--- src/rtl/counter_sweep_ctrl_pkg.sv ---
// Shared types for the counter sweep sequencer.
// Holds the FSM state encoding and sweep mode codes.
package counter_pkg;

  typedef enum logic [1:0] {
    ST_IDLE,
    ST_RUN,
    ST_PAUSE,
    ST_DONE
  } state_t;

  localparam logic [1:0] MODE_SINGLE_UP = 2'd0;
  localparam logic [1:0] MODE_SINGLE_DN = 2'd1;
  localparam logic [1:0] MODE_REPEAT_UP = 2'd2;
  localparam logic [1:0] MODE_BOUNCE    = 2'd3;

endpackage

--- src/rtl/counter_sweep_ctrl_if.sv ---
// Control/status bundle between the host and the sweep sequencer.
// The host drives config and strobes; the sequencer drives status.
interface counter_sweep_ctrl_if #(
  parameter int WIDTH = 6,
  parameter int DIV_W = 24
);

  logic [WIDTH-1:0] cfg_lo;
  logic [WIDTH-1:0] cfg_hi;
  logic [1:0]       cfg_mode;
  logic [DIV_W-1:0] cfg_div;
  logic             start;
  logic             stop;
  logic             hold;
  logic [WIDTH-1:0] count;
  logic             dir_out;
  logic             busy;
  logic             done;
  logic             wrap;
  logic             err;

  modport master (
    output cfg_lo, cfg_hi, cfg_mode, cfg_div,
    output start, stop, hold,
    input  count, dir_out, busy,
    input  done, wrap, err
  );

  modport slave (
    input  cfg_lo, cfg_hi, cfg_mode, cfg_div,
    input  start, stop, hold,
    output count, dir_out, busy,
    output done, wrap, err
  );

endinterface

--- src/rtl/counter_sweep_ctrl_tick_gen.sv ---
// Step-rate prescaler: counts 0..div while enabled.
// o_step is a flop that is high while the count sits at div.
module tick_gen #(
  parameter int DIV_W = 24
) (
  input  logic             clock,
  input  logic             rst,
  input  logic             i_clear,
  input  logic             i_en,
  input  logic [DIV_W-1:0] i_div,
  output logic             o_step
);

  logic [DIV_W-1:0] r_cnt;
  logic             r_step;
  logic [DIV_W-1:0] w_nxt;

  assign w_nxt  = r_cnt + 1'b1;
  assign o_step = r_step;

  always_ff @(posedge clock or posedge rst) begin
    if (rst) begin
      r_cnt  <= '0;
      r_step <= 1'b0;
    end else if (i_clear) begin
      r_cnt  <= '0;
      r_step <= (i_div == '0);
    end else if (i_en) begin
      if (r_step) begin
        r_cnt  <= '0;
        r_step <= (i_div == '0);
      end else begin
        r_cnt  <= w_nxt;
        r_step <= (w_nxt == i_div);
      end
    end
  end

endmodule

--- src/rtl/counter_sweep_ctrl.sv ---
// Sweep sequencer: owns the count register and steps it
// between latched bounds in one of four modes.
module counter_sweep_ctrl
  import counter_pkg::*;
#(
  parameter int WIDTH = 6,
  parameter int DIV_W = 24
) (
  input logic clock,
  input logic rst,
  counter_sweep_ctrl_if.slave bus
);

  state_t           r_state;
  logic [WIDTH-1:0] r_count;
  logic [WIDTH-1:0] r_lo;
  logic [WIDTH-1:0] r_hi;
  logic [1:0]       r_mode;
  logic [DIV_W-1:0] r_div;
  logic             r_dir;
  logic             r_busy;
  logic             r_done;
  logic             r_wrap;
  logic             r_err;

  logic             w_idle;
  logic             w_bad;
  logic             w_accept;
  logic             w_en;
  logic             w_tick;
  logic [DIV_W-1:0] w_div;

  assign w_idle   = (r_state == ST_IDLE)
                 || (r_state == ST_DONE);
  assign w_bad    = bus.cfg_lo > bus.cfg_hi;
  assign w_accept = w_idle && bus.start
                 && !bus.stop && !w_bad;
  assign w_en     = !w_idle && !bus.hold
                 && !bus.stop;
  // prescaler preloads its step flag from the div being latched
  assign w_div    = w_accept ? bus.cfg_div : r_div;

  tick_gen #(
    .DIV_W (DIV_W)
  ) u_tick (
    .clock   (clock),
    .rst     (rst),
    .i_clear (w_accept),
    .i_en    (w_en),
    .i_div   (w_div),
    .o_step  (w_tick)
  );

  always_ff @(posedge clock or posedge rst) begin
    if (rst) begin
      r_state <= ST_IDLE;
      r_count <= '0;
      r_lo    <= '0;
      r_hi    <= '0;
      r_mode  <= MODE_SINGLE_UP;
      r_div   <= '0;
      r_dir   <= 1'b0;
      r_busy  <= 1'b0;
      r_done  <= 1'b0;
      r_wrap  <= 1'b0;
      r_err   <= 1'b0;
    end else begin
      r_done <= 1'b0;
      r_wrap <= 1'b0;
      r_err  <= 1'b0;
      if (bus.stop) begin
        r_state <= ST_IDLE;
        r_busy  <= 1'b0;
      end else begin
        unique case (r_state)
          ST_IDLE, ST_DONE: begin
            r_state <= ST_IDLE;
            r_busy  <= 1'b0;
            if (bus.start && w_bad) begin
              r_err <= 1'b1;
            end else if (w_accept) begin
              r_lo    <= bus.cfg_lo;
              r_hi    <= bus.cfg_hi;
              r_mode  <= bus.cfg_mode;
              r_div   <= bus.cfg_div;
              r_state <= ST_RUN;
              r_busy  <= 1'b1;
              if (bus.cfg_mode == MODE_SINGLE_DN) begin
                r_count <= bus.cfg_hi;
                r_dir   <= 1'b1;
              end else begin
                r_count <= bus.cfg_lo;
                r_dir   <= 1'b0;
              end
            end
          end
          ST_RUN, ST_PAUSE: begin
            if (bus.hold) begin
              r_state <= ST_PAUSE;
            end else begin
              r_state <= ST_RUN;
              if (w_tick) begin
                unique case (r_mode)
                  MODE_SINGLE_UP: begin
                    if (r_count == r_hi) begin
                      r_state <= ST_DONE;
                      r_busy  <= 1'b0;
                      r_done  <= 1'b1;
                    end else begin
                      r_count <= r_count + 1'b1;
                    end
                  end
                  MODE_SINGLE_DN: begin
                    if (r_count == r_lo) begin
                      r_state <= ST_DONE;
                      r_busy  <= 1'b0;
                      r_done  <= 1'b1;
                    end else begin
                      r_count <= r_count - 1'b1;
                    end
                  end
                  MODE_REPEAT_UP: begin
                    if (r_count == r_hi) begin
                      r_count <= r_lo;
                      r_wrap  <= 1'b1;
                    end else begin
                      r_count <= r_count + 1'b1;
                    end
                  end
                  MODE_BOUNCE: begin
                    // a bound costs one step: turn around in place
                    if (!r_dir) begin
                      if (r_count == r_hi) begin
                        r_dir  <= 1'b1;
                        r_wrap <= 1'b1;
                      end else begin
                        r_count <= r_count + 1'b1;
                      end
                    end else if (r_count == r_lo) begin
                      r_dir  <= 1'b0;
                      r_wrap <= 1'b1;
                    end else begin
                      r_count <= r_count - 1'b1;
                    end
                  end
                endcase
              end
            end
          end
        endcase
      end
    end
  end

  assign bus.count   = r_count;
  assign bus.dir_out = r_dir;
  assign bus.busy    = r_busy;
  assign bus.done    = r_done;
  assign bus.wrap    = r_wrap;
  assign bus.err     = r_err;

endmodule

--- src/flat_wrapper.sv ---
// flat-port wrapper written by rule: the top's interface ports become plain ports
module counter_sweep_ctrl_flat import counter_pkg::*;
#(
  parameter int WIDTH = 6,
  parameter int DIV_W = 24
)
  (clock, rst, bus_cfg_lo, bus_cfg_hi, bus_cfg_mode, bus_cfg_div, bus_start, bus_stop, bus_hold, bus_count, bus_dir_out, bus_busy, bus_done, bus_wrap, bus_err);
  counter_sweep_ctrl_if #(.WIDTH(WIDTH), .DIV_W(DIV_W)) bus_i ();
  input logic clock;
  input logic rst;
  input wire logic [$bits(bus_i.cfg_lo)-1:0] bus_cfg_lo;
  input wire logic [$bits(bus_i.cfg_hi)-1:0] bus_cfg_hi;
  input wire logic [$bits(bus_i.cfg_mode)-1:0] bus_cfg_mode;
  input wire logic [$bits(bus_i.cfg_div)-1:0] bus_cfg_div;
  input wire logic [$bits(bus_i.start)-1:0] bus_start;
  input wire logic [$bits(bus_i.stop)-1:0] bus_stop;
  input wire logic [$bits(bus_i.hold)-1:0] bus_hold;
  output wire logic [$bits(bus_i.count)-1:0] bus_count;
  output wire logic [$bits(bus_i.dir_out)-1:0] bus_dir_out;
  output wire logic [$bits(bus_i.busy)-1:0] bus_busy;
  output wire logic [$bits(bus_i.done)-1:0] bus_done;
  output wire logic [$bits(bus_i.wrap)-1:0] bus_wrap;
  output wire logic [$bits(bus_i.err)-1:0] bus_err;
  assign bus_i.cfg_lo = bus_cfg_lo;
  assign bus_i.cfg_hi = bus_cfg_hi;
  assign bus_i.cfg_mode = bus_cfg_mode;
  assign bus_i.cfg_div = bus_cfg_div;
  assign bus_i.start = bus_start;
  assign bus_i.stop = bus_stop;
  assign bus_i.hold = bus_hold;
  assign bus_count = bus_i.count;
  assign bus_dir_out = bus_i.dir_out;
  assign bus_busy = bus_i.busy;
  assign bus_done = bus_i.done;
  assign bus_wrap = bus_i.wrap;
  assign bus_err = bus_i.err;
  counter_sweep_ctrl #(.WIDTH(WIDTH), .DIV_W(DIV_W)) u_core (.clock(clock), .rst(rst), .bus(bus_i));
endmodule
--- config.mk ---
export PLATFORM = sky130hd
export DESIGN_NAME = counter_sweep_ctrl_flat
export DESIGN_NICKNAME = d
export VERILOG_FILES = /design/src/rtl/counter_sweep_ctrl_pkg.sv /design/src/rtl/counter_sweep_ctrl_if.sv /design/src/rtl/counter_sweep_ctrl_tick_gen.sv /design/src/rtl/counter_sweep_ctrl.sv /design/src/flat_wrapper.sv
export SDC_FILE = /design/constraint.sdc
export NUM_CORES = 1
export LEC_CHECK = 0
export ABC_AREA = 1
export CORE_MARGIN = 1
export CORE_UTILIZATION = 34
export CTS_CLUSTER_SIZE = 25
export DETAILED_ROUTE_END_ITERATION = 7
export GPL_TIMING_DRIVEN = 0
export PLACE_DENSITY_LB_ADDON = 0.1
export RECOVER_POWER = 100
export SYNTH_ARGS = -nofsm -noshare
export SYNTH_HDL_FRONTEND = slang
export SYNTH_SLANG_ARGS = --single-unit
--- constraint.sdc ---
create_clock -name clock -period 3.39 [get_ports clock]
set_input_delay 1.017 -clock clock [delete_from_list [all_inputs] [get_ports clock]]
set_output_delay 1.017 -clock clock [all_outputs]
set_load 0.02 [all_outputs]
==> out/summary.txt <==
status -> completed
Slew Limit Fails -> 0
drt drc -> 0
Synth top area share -> 0.363
Max Clk Rate -> 304 MHz
Final setup viols -> 0
crit end category -> register
Placed Instances -> 1032
WL final -> 17.2 mm
HP Class -> reg -> reg
die area -> 15900 um^2
Buf+Inv Stages, Crit Path -> 5
max-cap violations -> 0
Final Wtd Congestion -> 0.904
io pins -> 54
post-synth net total -> 846
Area after DPL -> 6020 um^2
CP Data Required Time -> 3600 ps
# hold bufs at CTS -> 0
leakage -> 3.22 nW
Worst Setup Slack, final -> 101 ps
initial antenna violation count -> 0
post-synthesis instance total -> 794
Synth Flop Type -> dfrtp_1
register share of total power -> 0.336
fin crit period -> 3290 ps
die width -> 126 um
post-synth cell types -> 34
Non-Filler Instances -> 1051
Fin Hold WS -> 508 ps
Nets -> 914
IO buf count -> 53
crit path max-delay cell type -> clkdlybuf4s50_1
first-pass GRT wire length -> 27.4 mm
crit-path leading delay family -> buffers and inverters
worst ir drop on vdd -> 0.301 mV
critical path startpoint category -> input port
Power Dens Cells -> 590 nW/um^2
dpl hpwl -> 13.0 mm
Sw Pwr -> 1.49 mW
flops & latches, synth -> 76
Via density -> 5.05
cell-internal power -> 2.30 mW
Post-DRT Antenna Nets -> 0
ant diodes -> 0
vias in the first global route -> 4987
synth cell count leaders -> nand2_1 (239), inv_1 (127), nor2_1 (78)
Worst EP arrival -> 3500 ps
Clock power frac -> 0.283
# clock sinks -> 76
Via Count -> 5304
count of final hold-check violations -> 0
worst path cell trace -> clkdlybuf4s50_1 -> ha_1 -> nand2_1 -> nor2_2 -> nand2_1 -> nand3_1 -> nand2_4 -> nand2_8 -> inv_2 -> nor2_4 -> inv_2 -> buf_2 -> clkbuf_4 -> o22ai_1
share of layout cells above drive strength 1 -> 0.0727
cell area after synthesis -> 5230 um^2
Fin Setup TNS -> 0 ps
core area -> 14800 um^2
Starting Density -> 0.355
switch share -> 0.394
CTS tree -> done
final instance area -> 6430 um^2
First-pass DRT Iterations -> 5
worst-path fanout max -> 10
Comb power frac -> 0.381
pin count of the biggest net entering global routing -> 64
# fillers -> 1544
fin crit share -> 0.970
Reg clk slew, reported paths -> 60 ps
Initial DRC Count -> 463
H-Tree Depth -> 3
worst slack at placement -> -548 ps
Worst-Skew Late Latency -> 350 ps
Final Skew -> 8.80 ps
Avg WL per Cell -> 16.4 um
Congestion Overflow GR -> 0
Max Buffers Root-to-Sink -> 2
Num CTS Buffers -> 9
Synthesis Warnings -> 0
peak per-stage delay on the critical path -> 590 ps
unrepaired setup endpoints after global routing -> true
most common cell in the synthesized netlist -> nand2_1
number of synthesized flops with an enable pin -> 0
Seq/Total Area, Yosys -> 0.363
worst slew pin tran -> 932 ps
synth-to-layout area growth -> 22.9%
average cell area after synthesis -> 6.59 um^2
total track usage -> 0.227
ys async rst share -> 1.00
largest cells by area after synthesis -> dfrtp_1 (36%), nand2_1 (17%), inv_1 (9.1%), nand3_1 (7.3%), nor2_1 (5.6%)
WS Path Type -> in -> reg
DIE HEIGHT -> 126 um
Slew Limit Headroom -> 0.379
Clock Tree Root -> clkbuf_16
cell row count -> 44
top cell type by total area after synthesis -> dfrtp_1
==> flip-flops by register name, indices dropped and copies added, names as in the netlist <==
| signal | flops |
|---|---|
| u_core.bus.err | 1 |
| u_core.u_tick.o_step | 1 |
| u_core.bus.wrap | 1 |
| u_core.bus.busy | 1 |
| u_core.r_state | 2 |
| u_core.u_tick.r_cnt | 24 |
| u_core.bus.count | 6 |
| u_core.bus.done | 1 |
| u_core.r_lo | 6 |
| u_core.bus.dir_out | 1 |
| u_core.r_div | 24 |
| u_core.r_mode | 2 |
| u_core.r_hi | 6 |
==> area by class of cell <==
cell class              instances  area [um^2]  share of cell area
plain buffers                  22          146              0.0228
clock buffers                  11          243              0.0377
clock inverters                 5         75.1              0.0117
inverters                     132          497              0.0772
multi-input cells             564         2780               0.432
flip-flops and latches         76         1900               0.296
well taps                     184          230              0.0358
repair buffers                 57          563              0.0875
==> layer usage <==
layer | vias to the layer above | GRT usage | wire length, um
met3 | 29 | 0.0348 | 1090
met4 | 0 | 0.0921 | 356
met2 | 180 | 0.336 | 7300
met1 | 2449 | 0.330 | 8440
met5 | - | 0 | 0
li1 | 2646 | - | -
==> placed cells by master, fill, tap and decap left out, drive strengths merged <==
cell             n
nand3           76
buf             16
xor2            22
or2              6
o2111ai          1
o22ai           18
dfrtp           76
nor2            82
bufinv           2
clkinvlp         1
nor4             2
and2             2
clkdlybuf4s50   40
nand3b          16
inv            130
a31oi            2
o211ai           6
o31ai            1
dlygate4sd3     12
nand4            5
nand2          240
clkinv           4
o21ai           54
a22oi            1
nor3             4
clkbuf          21
a21oi           14
o221ai           1
dlymetal6s2s     1
ha               9
xnor2            2
==> what timing repair did <==
| action | CTS | global route |
|---|---|---|
| gates resized for setup | 6 | 24 |
| setup endpoints to repair | 23 | 33 |
| buffers inserted | 0 | 3 |
| pin swaps | 0 | 3 |
==> worst min-delay path, stage by stage, from the launching register on <==
cell and delay [ps]:
dfrtp_1 350, nand2_1 60, o21ai_0 60
==> final timing paths <==
path,end,cells past startpoint,start,slack (ps)
worst min register to register,u_core.r_hi[5],2,u_core.r_hi[5],510
worst max-delay path,u_core.u_tick.r_cnt[6],14,bus_cfg_lo[3],100
max in group asynchronous,u_core.r_div[6],3,rst,820
min in group asynchronous,u_core.r_div[12],2,rst,1200
worst min-delay path,u_core.r_hi[5],2,u_core.r_hi[5],510
worst max register to register,u_core.bus.count[1],11,u_core.bus.count[0],720
==> power groups by stage <==
stage	logic (mW)	registers [mW]	clock network, mW
2_1_floorplan	0.944	1.29	0
3_3_place_gp	1.40	1.28	0
3_5_place_dp	1.42	1.29	0
4_1_cts	1.43	1.27	1.09
5_1_grt	1.64	1.31	1.13
6_report	1.44	1.28	1.07
==> metrics by stage <==
stage / power, mW / util
floorplan: 2.23 / -
global placement: 2.68 / 0.406
detailed placement: 2.71 / 0.408
global route: 4.07 / 0.436
CTS: 3.79 / 0.431
finish: 3.79 / 0.436
==> cells by family after synthesis <==
group           after synthesis  share of synthesized area
compound gates               98                      0.104
xor+xnor                     24                     0.0402
fa+ha+maj                     9                     0.0215
buf+inv                     154                      0.116
flops                        76                      0.363
simple gates                433                      0.355
No activity file was read; power rests on OpenSTA's default activity.
